===== config.mk =====
export PLATFORM = sky130hd
export DESIGN_NAME = sat_counter_arbiter
export DESIGN_NICKNAME = d
export VERILOG_FILES = /design/src/rtl/sat_counter_arbiter.sv
export SDC_FILE = /design/constraint.sdc
export NUM_CORES = 1
export LEC_CHECK = 0
export CAP_MARGIN = 15
export CELL_PAD_IN_SITES_DETAIL_PLACEMENT = 0
export CELL_PAD_IN_SITES_GLOBAL_PLACEMENT = 2
export CORE_MARGIN = 4
export CORE_UTILIZATION = 28
export DETAILED_ROUTE_END_ITERATION = 10
export GPL_ROUTABILITY_DRIVEN = 0
export PLACE_DENSITY = 0.84
export SETUP_SLACK_MARGIN = 0.4
export SYNTH_ARGS = -nofsm -noshare
export SYNTH_HDL_FRONTEND = slang
export SYNTH_SLANG_ARGS = --single-unit

===== constraint.sdc =====
create_clock -name clk -period 3.19 [get_ports clk]
set_input_delay 0.4785 -clock clk [delete_from_list [all_inputs] [get_ports clk]]
set_output_delay 0.4785 -clock clk [all_outputs]
set_load 0.005 [all_outputs]

===== src/rtl/sat_counter_arbiter.sv =====
// Two-requester round-robin front end for a saturating signed accumulator.
// Commands run IDLE -> EXEC -> RESP; the response is held until consumed.
module sat_counter_arbiter #(
    parameter int W = 8
) (
    input  logic         clk,
    input  logic         rst,
    input  logic         req0_valid,
    input  logic [1:0]   req0_op,
    input  logic [W-1:0] req0_data,
    output logic         req0_ready,
    input  logic         req1_valid,
    input  logic [1:0]   req1_op,
    input  logic [W-1:0] req1_data,
    output logic         req1_ready,
    output logic         rsp_valid,
    input  logic         rsp_ready,
    output logic         rsp_id,
    output logic [W-1:0] rsp_data,
    output logic         rsp_sat,
    output logic [W-1:0] q
);

    typedef enum logic [1:0] {IDLE, EXEC, RESP} state_t;

    localparam logic [1:0] OP_ADD  = 2'b00;
    localparam logic [1:0] OP_SUB  = 2'b01;
    localparam logic [1:0] OP_LOAD = 2'b10;
    localparam logic [1:0] OP_READ = 2'b11;

    localparam logic [W-1:0] MAXV = {1'b0, {(W-1){1'b1}}};
    localparam logic [W-1:0] MINV = {1'b1, {(W-1){1'b0}}};

    state_t       state_q;
    logic         last_q;
    logic         id_q;
    logic [1:0]   op_q;
    logic [W-1:0] data_q;
    logic [W-1:0] cnt_q;
    logic [W-1:0] rsp_data_q;
    logic         rsp_sat_q;
    logic         rsp_id_q;

    logic         idle;
    logic         grant;
    logic         gid;
    logic [W:0]   ext_q;
    logic [W:0]   ext_d;
    logic [W:0]   sum;
    logic         ovf;
    logic [W-1:0] res_d;
    logic         sat_d;

    // Ties go to the requester that was not served last.
    always_comb begin
        idle       = (state_q == IDLE);
        req0_ready = idle & req0_valid & (~req1_valid | last_q);
        req1_ready = idle & req1_valid & (~req0_valid | ~last_q);
        grant      = req0_ready | req1_ready;
        gid        = req1_ready;
    end

    // One extra bit of headroom makes overflow a simple sign-bit mismatch.
    always_comb begin
        ext_q = {cnt_q[W-1], cnt_q};
        ext_d = {data_q[W-1], data_q};
        sum   = ext_q;
        unique case (op_q)
            OP_ADD:  sum = ext_q + ext_d;
            OP_SUB:  sum = ext_q - ext_d;
            OP_LOAD: sum = ext_d;
            OP_READ: sum = ext_q;
            default: sum = ext_q;
        endcase
        ovf   = sum[W] ^ sum[W-1];
        sat_d = ovf;
        res_d = ovf ? (sum[W] ? MINV : MAXV) : sum[W-1:0];
    end

    always_ff @(posedge clk or negedge rst) begin
        if (!rst) begin
            state_q    <= IDLE;
            last_q     <= 1'b1;
            id_q       <= 1'b0;
            op_q       <= OP_ADD;
            data_q     <= '0;
            cnt_q      <= '0;
            rsp_data_q <= '0;
            rsp_sat_q  <= 1'b0;
            rsp_id_q   <= 1'b0;
        end else begin
            unique case (state_q)
                IDLE: begin
                    if (grant) begin
                        op_q    <= gid ? req1_op : req0_op;
                        data_q  <= gid ? req1_data : req0_data;
                        id_q    <= gid;
                        last_q  <= gid;
                        state_q <= EXEC;
                    end
                end
                EXEC: begin
                    cnt_q      <= res_d;
                    rsp_data_q <= res_d;
                    rsp_sat_q  <= sat_d;
                    rsp_id_q   <= id_q;
                    state_q    <= RESP;
                end
                RESP: begin
                    if (rsp_ready) state_q <= IDLE;
                end
                default: state_q <= IDLE;
            endcase
        end
    end

    assign rsp_valid = (state_q == RESP);
    assign rsp_id    = rsp_id_q;
    assign rsp_data  = rsp_data_q;
    assign rsp_sat   = rsp_sat_q;
    assign q         = cnt_q;

endmodule


==> results of run 1 <==
-- per-stage QoR --
stage,util,hold WS (ps),std cells
global placement,0.365,456,329
detailed placement,0.365,463,329
global route,0.420,509,351
finish,0.420,481,351
CTS,0.393,482,341
floorplan,-,183,219
-- cell families (layout without fill, tap and decap cells) --
kind of cell	after synthesis	in the layout	share of synthesized area
simple gates	84	85	0.222
mux	3	3	0.0177
flops	24	24	0.328
compound gates	60	60	0.229
buf+inv	28	82	0.0785
fa+ha+maj	10	10	0.0724
xor+xnor	10	10	0.0519
-- metal layers --
layer | global-route usage | share of wire | up-vias
met5 | 0 | 0 | -
met4 | 0.0288 | 0.0057 | 0
met3 | 0.0313 | 0.056 | 4
met2 | 0.228 | 0.47 | 61
met1 | 0.179 | 0.46 | 844
li1 | - | - | 889
-- flip-flops by register name, indices dropped and copies added, names as in the netlist --
signal / count
data_q: 8
last_q: 1
rsp_data: 8
id_q: 1
state_q: 2
rsp_sat: 1
op_q: 2
rsp_id: 1
-- worst max path at each step --
stage	from	slack, ps	end
3_5_place_dp	data_q[2]$_DFFE_PN0P_	120	rsp_data[0]$_DFFE_PN0P_
2_1_floorplan	data_q[0]$_DFFE_PN0P_	530	rsp_data[3]$_DFFE_PN0P_
5_1_grt	data_q[0]$_DFFE_PN0P_	270	rsp_sat$_DFFE_PN0P_
3_3_place_gp	data_q[2]$_DFFE_PN0P_	140	rsp_data[0]$_DFFE_PN0P_
4_1_cts	data_q[2]$_DFFE_PN0P_	400	rsp_data[1]$_DFFE_PN0P_
6_report	data_q[0]$_DFFE_PN0P_	420	rsp_sat$_DFFE_PN0P_
-- tightest hold or removal path, cell delays in order (launching register included) --
cell and delay (ps):
dfstp_2 390, nand2_1 50, nand2_1 50
-- area by class of cell --
type | count | area, sq um | area share
multi-input combinational | 168 | 1230 | 0.463
timing repair buffer | 67 | 619 | 0.232
clock inverter | 1 | 30.0 | 0.0112
inverter | 11 | 41.3 | 0.0155
sequential | 24 | 607 | 0.227
clock buffer | 3 | 41.3 | 0.0155
tap | 77 | 96.3 | 0.0361
-- cells in the final DEF (no fill, tap or decap), types with 5 or more instances in the layout --
cell type	count
a21oi_1	7
a221o_1	7
a22oi_1	5
a31oi_1	11
buf_4	21
clkdlybuf4s50_1	45
dfrtp_1	19
ha_1	7
inv_1	8
nand2_1	29
nand2b_1	7
nor2_1	27
o22ai_1	6
xnor2_1	5
-- timing repair --
item,in CTS,in global routing
setup buffers,8,8
pin swaps,6,10
gates resized for setup,14,21
endpoints found under the setup margin,9,9
cloned,0,2
==> results.yml, run 1 <==
run_status:
  status: "complete, no violations"
die:
  io_pins: 46
  std_cell_rows: 29
  die_y_um: 88.9
  die-area_sq_mm: 0.00790
  core_sq_mm: 0.00635
  die_w_um: 88.9
  start_util: 0.289
grt:
  grt_pass1_wl_um: 8480
  antenna_found_initial: 0
  grt_start_max_net_pins: 25
  grtUsageTotal: 0.136
  grt_pass1_vias: 1792
  grt_overflow: 0
final_layout:
  n_antenna_cell: 0
  finish.instance_area_sq_mm: 0.00267
  layout.nets: 310
  final.fill_count: 628
  syn2layout_area_growth_pct: 45.7
  layout-drive-gt1-share: 0.245
setup_path:
  timing.rr.start: "data_q[0]$_DFFE_PN0P_"
  cp.required_ps: 3360
  start_kind: "flip-flop"
  cp.depth: 11
  critPathTopFamily: "compound AO/OA/AOI/OAI gates"
  worstPathCellList: "buf_4, nor4_4, a21oi_2, xnor2_2, ha_4, a21oi_4, o211ai_1, o31ai_2, nand3_2, nor4bb_1, a221o_1"
  slowest_stage: "dfrtp_2"
  r2r_setup_slack_ps: 420
  worst_path_largest_cell_delay_ps: 440
  reg2regPathDepth: 11
  cp_max_fo: 5
  timing.rr.end: "rsp_sat$_DFFE_PN0P_"
  endpoint_kind: "flip-flop"
  worst_ep_arrival_time_ps: 2940
  crit_type: "flip-flop to flip-flop"
  crit_buf_inv: 1
yosys:
  avgSynthCellArea_sq_um: 8.37
  synth.net_count: 254
  synthFlopType: "dfrtp_1"
  ys_ff_latch: 24
  synth_common_cells: "29 x nand2_1, 27 x nor2_1, 23 x dfrtp_1"
  yosys.area.top_type: "dfrtp_1"
  netlist_instances: 219
  ys_seq_area_frac: 0.328
  yosysTopAreaCellShare: 0.314
  yosys_warnings: 0
  synthArstFlopShare: 1.00
  yosysUniqueCellTypes: 51
  synth_edf_count: 0
  post-synth-top-count-cell: "nand2_1"
  synth_area_sq_mm: 0.00183
  synth_area_leaders: "dfrtp_1 31%, ha_1 6.1%, nand2_1 5.9%"
placement:
  port_buffers: 45
  placedInstanceArea_sq_mm: 0.00231
  place_ws_ps: 123
  dp_hpwl_um: 3720
clock_tree:
  clk_pin_slew_ps: 100
  cts_buffers: 3
  htreeDepth: 1
  cts_tree: "done"
  cts.sinks: 24
  clockBufferDepth: 2
  cts_root_buf: "clkbuf_8"
  clock_latency_ps: 280
  ctsHoldBuffers: 0
hold_path:
  min_from: "last_q$_DFFE_PN1P_"
  min_to: "last_q$_DFFE_PN1P_"
  hp-class: "flip-flop to flip-flop"
  min_path_cells: 2
routing:
  routedWlPerCell_um: 14.9
  first_pass_iters: 4
  route.vias.total: 1798
  via_per_inst: 5.12
  drt_wl_total_um: 5240
  first_iter_violations: 74
  drc_errors: 0
  ant_nets: 0
job:
  max_cap_violations: 0
timing:
  fin_tns_setup_ps: 0
  final-hold-violation-count: 0
  fin_ws_ps: 424
  fin_crit_sh: 0.867
  fmax_mhz: 362
  layout_min_cycle_time_ps: 2770
  slew_viol_final: 0
  skew_ps: 7.13
  slew-limit-headroom: 0.691
  setup_viol: 0
  grt_setup_unrepaired: "true"
  tightest_slew_ps: 462
Power of run 1 is not shown: default switching activity piles up to over one toggle a cycle in this logic, so the estimate is an artifact.
==> inputs of run 2 (changes only) <==
RECOVER_POWER = 25   (was unset)
SKIP_LAST_GASP = 1   (was unset)
==> run 2 against run 1 <==
Net effect:
- register-to-register slack barely moved
- largest cell class unchanged
- first-iteration DRC count shrank 20%
- utilization is 0.059 points lower
==> results.yml, run 2 (synthesized netlist as in run 1, its figures left out) <==
run_status:
  status: "complete, no violations"
timing:
  slew-limit-headroom: 0.104
  setup_viol: 0
  fin_tns_setup_ps: 0
  tightest_slew_ps: 1340
  slew_viol_final: 0
  layout_min_cycle_time_ps: 2760
  skew_ps: 6.82
  fmax_mhz: 362
  fin_crit_sh: 0.866
  grt_setup_unrepaired: "true"
  final-hold-violation-count: 0
clock_tree:
  cts.sinks: 24
  ctsHoldBuffers: 0
  clockBufferDepth: 2
  cts_root_buf: "clkbuf_8"
  htreeDepth: 1
  cts_buffers: 3
  cts_tree: "done"
  clk_pin_slew_ps: 100
  clock_latency_ps: 280
die:
  die_w_um: 88.9
  die-area_sq_mm: 0.00790
  start_util: 0.289
  die_y_um: 88.9
  io_pins: 46
  std_cell_rows: 29
  core_sq_mm: 0.00635
grt:
  grt_overflow: 0
  grt_pass1_wl_um: 8480
  grt-busiest-layer: "met2"
  antenna_found_initial: 0
  gr-usage-met1: 0.179
  grt_use_met3: 0.0313
  grtUsageTotal: 0.136
  use_met2: 0.228
  grt_pass1_vias: 1792
  grt_start_max_net_pins: 25
final_layout:
  syn2layout_area_growth_pct: 45.5
  n_antenna_cell: 0
  layout-drive-gt1-share: 0.241
  final.fill_count: 630
  layout.nets: 310
  final_common_cell: "clkdlybuf4s50_1"
  mostFrequentLayoutCells: "44 x clkdlybuf4s50_1, 29 x nand2_1, 27 x nor2_1"
setup_path:
  worst_ep_arrival_time_ps: 2940
  r2r_setup_slack_ps: 430
  endpoint_kind: "flip-flop"
  crit_type: "flip-flop to flip-flop"
  start_kind: "flip-flop"
  critPathLaunch: "data_q[0]$_DFFE_PN0P_"
  timing.rr.start: "data_q[0]$_DFFE_PN0P_"
  cp_max_fo: 5
  reg2regPathDepth: 11
  cp.required_ps: 3360
job:
  max_cap_violations: 0
routing:
  via_per_inst: 5.14
  first_pass_iters: 4
  ant_nets: 0
  first_iter_violations: 59
  routedWlPerCell_um: 15.0
  drt_wl_total_um: 5260
  route.vias.total: 1803
  drc_errors: 0
hold_path:
  min_path_cells: 2
  hp-class: "flip-flop to flip-flop"
  min_from: "last_q$_DFFE_PN1P_"
placement:
  dp_hpwl_um: 3720
  port_buffers: 45
==> run 2: repair_timing <==
action,in CTS,in global routing
setup endpoints to repair,9,9
gates cloned,0,2
buffers inserted,8,8
pin swaps,6,10
gates resized for setup,14,21
==> run 2: area by class of cell <==
class	instances	area [sq um]	share of cell area
multi-input combinational	168	1230	0.463
timing repair buffer	67	616	0.231
sequential	24	607	0.228
tap	77	96.3	0.0361
clock buffer	3	41.3	0.0155
inverter	11	41.3	0.0155
clock inverter	1	30.0	0.0113
==> run 2: path summary, 6_finish.rpt <==
path,end
worst max-delay path,rsp_sat$_DFFE_PN0P_
worst min-delay path,last_q$_DFFE_PN1P_
worst max register to register,rsp_sat$_DFFE_PN0P_
worst min register to register,last_q$_DFFE_PN1P_
max in group asynchronous,data_q[2]$_DFFE_PN0P_
min in group asynchronous,data_q[4]$_DFFE_PN0P_
==> run 2: stage by stage <==
stage | std cells | area (sq um) | hold WS [ps] | util | setup WS [ps]
after floorplan | 219 | 1830 | 183 | - | 532
after global placement | 329 | 2310 | 456 | 0.365 | 141
after detailed placement | 329 | 2310 | 463 | 0.365 | 123
after CTS | 341 | 2500 | 482 | 0.393 | 398
after global routing | 351 | 2670 | 509 | 0.420 | 269
final | 351 | 2670 | 481 | 0.420 | 426
==> run 2: critical path: stages (launching register included) <==
cell and delay, ps:
dfrtp_2 440, buf_4 150, nor4_4 180, a21oi_2 110, xnor2_2 220, ha_4 270
a21oi_4 170, o211ai_1 170, o31ai_2 310, nand3_2 210, nor4bb_1 170, a221o_1 270
==> run 2: metal layers <==
metal / vias up / routed length [um]
met4: 0 / 30
met5: - / 0
li1: 883 / -
met2: 58 / 2520
met1: 858 / 2420
met3: 4 / 289
Power of run 2 is left out for the same reason.
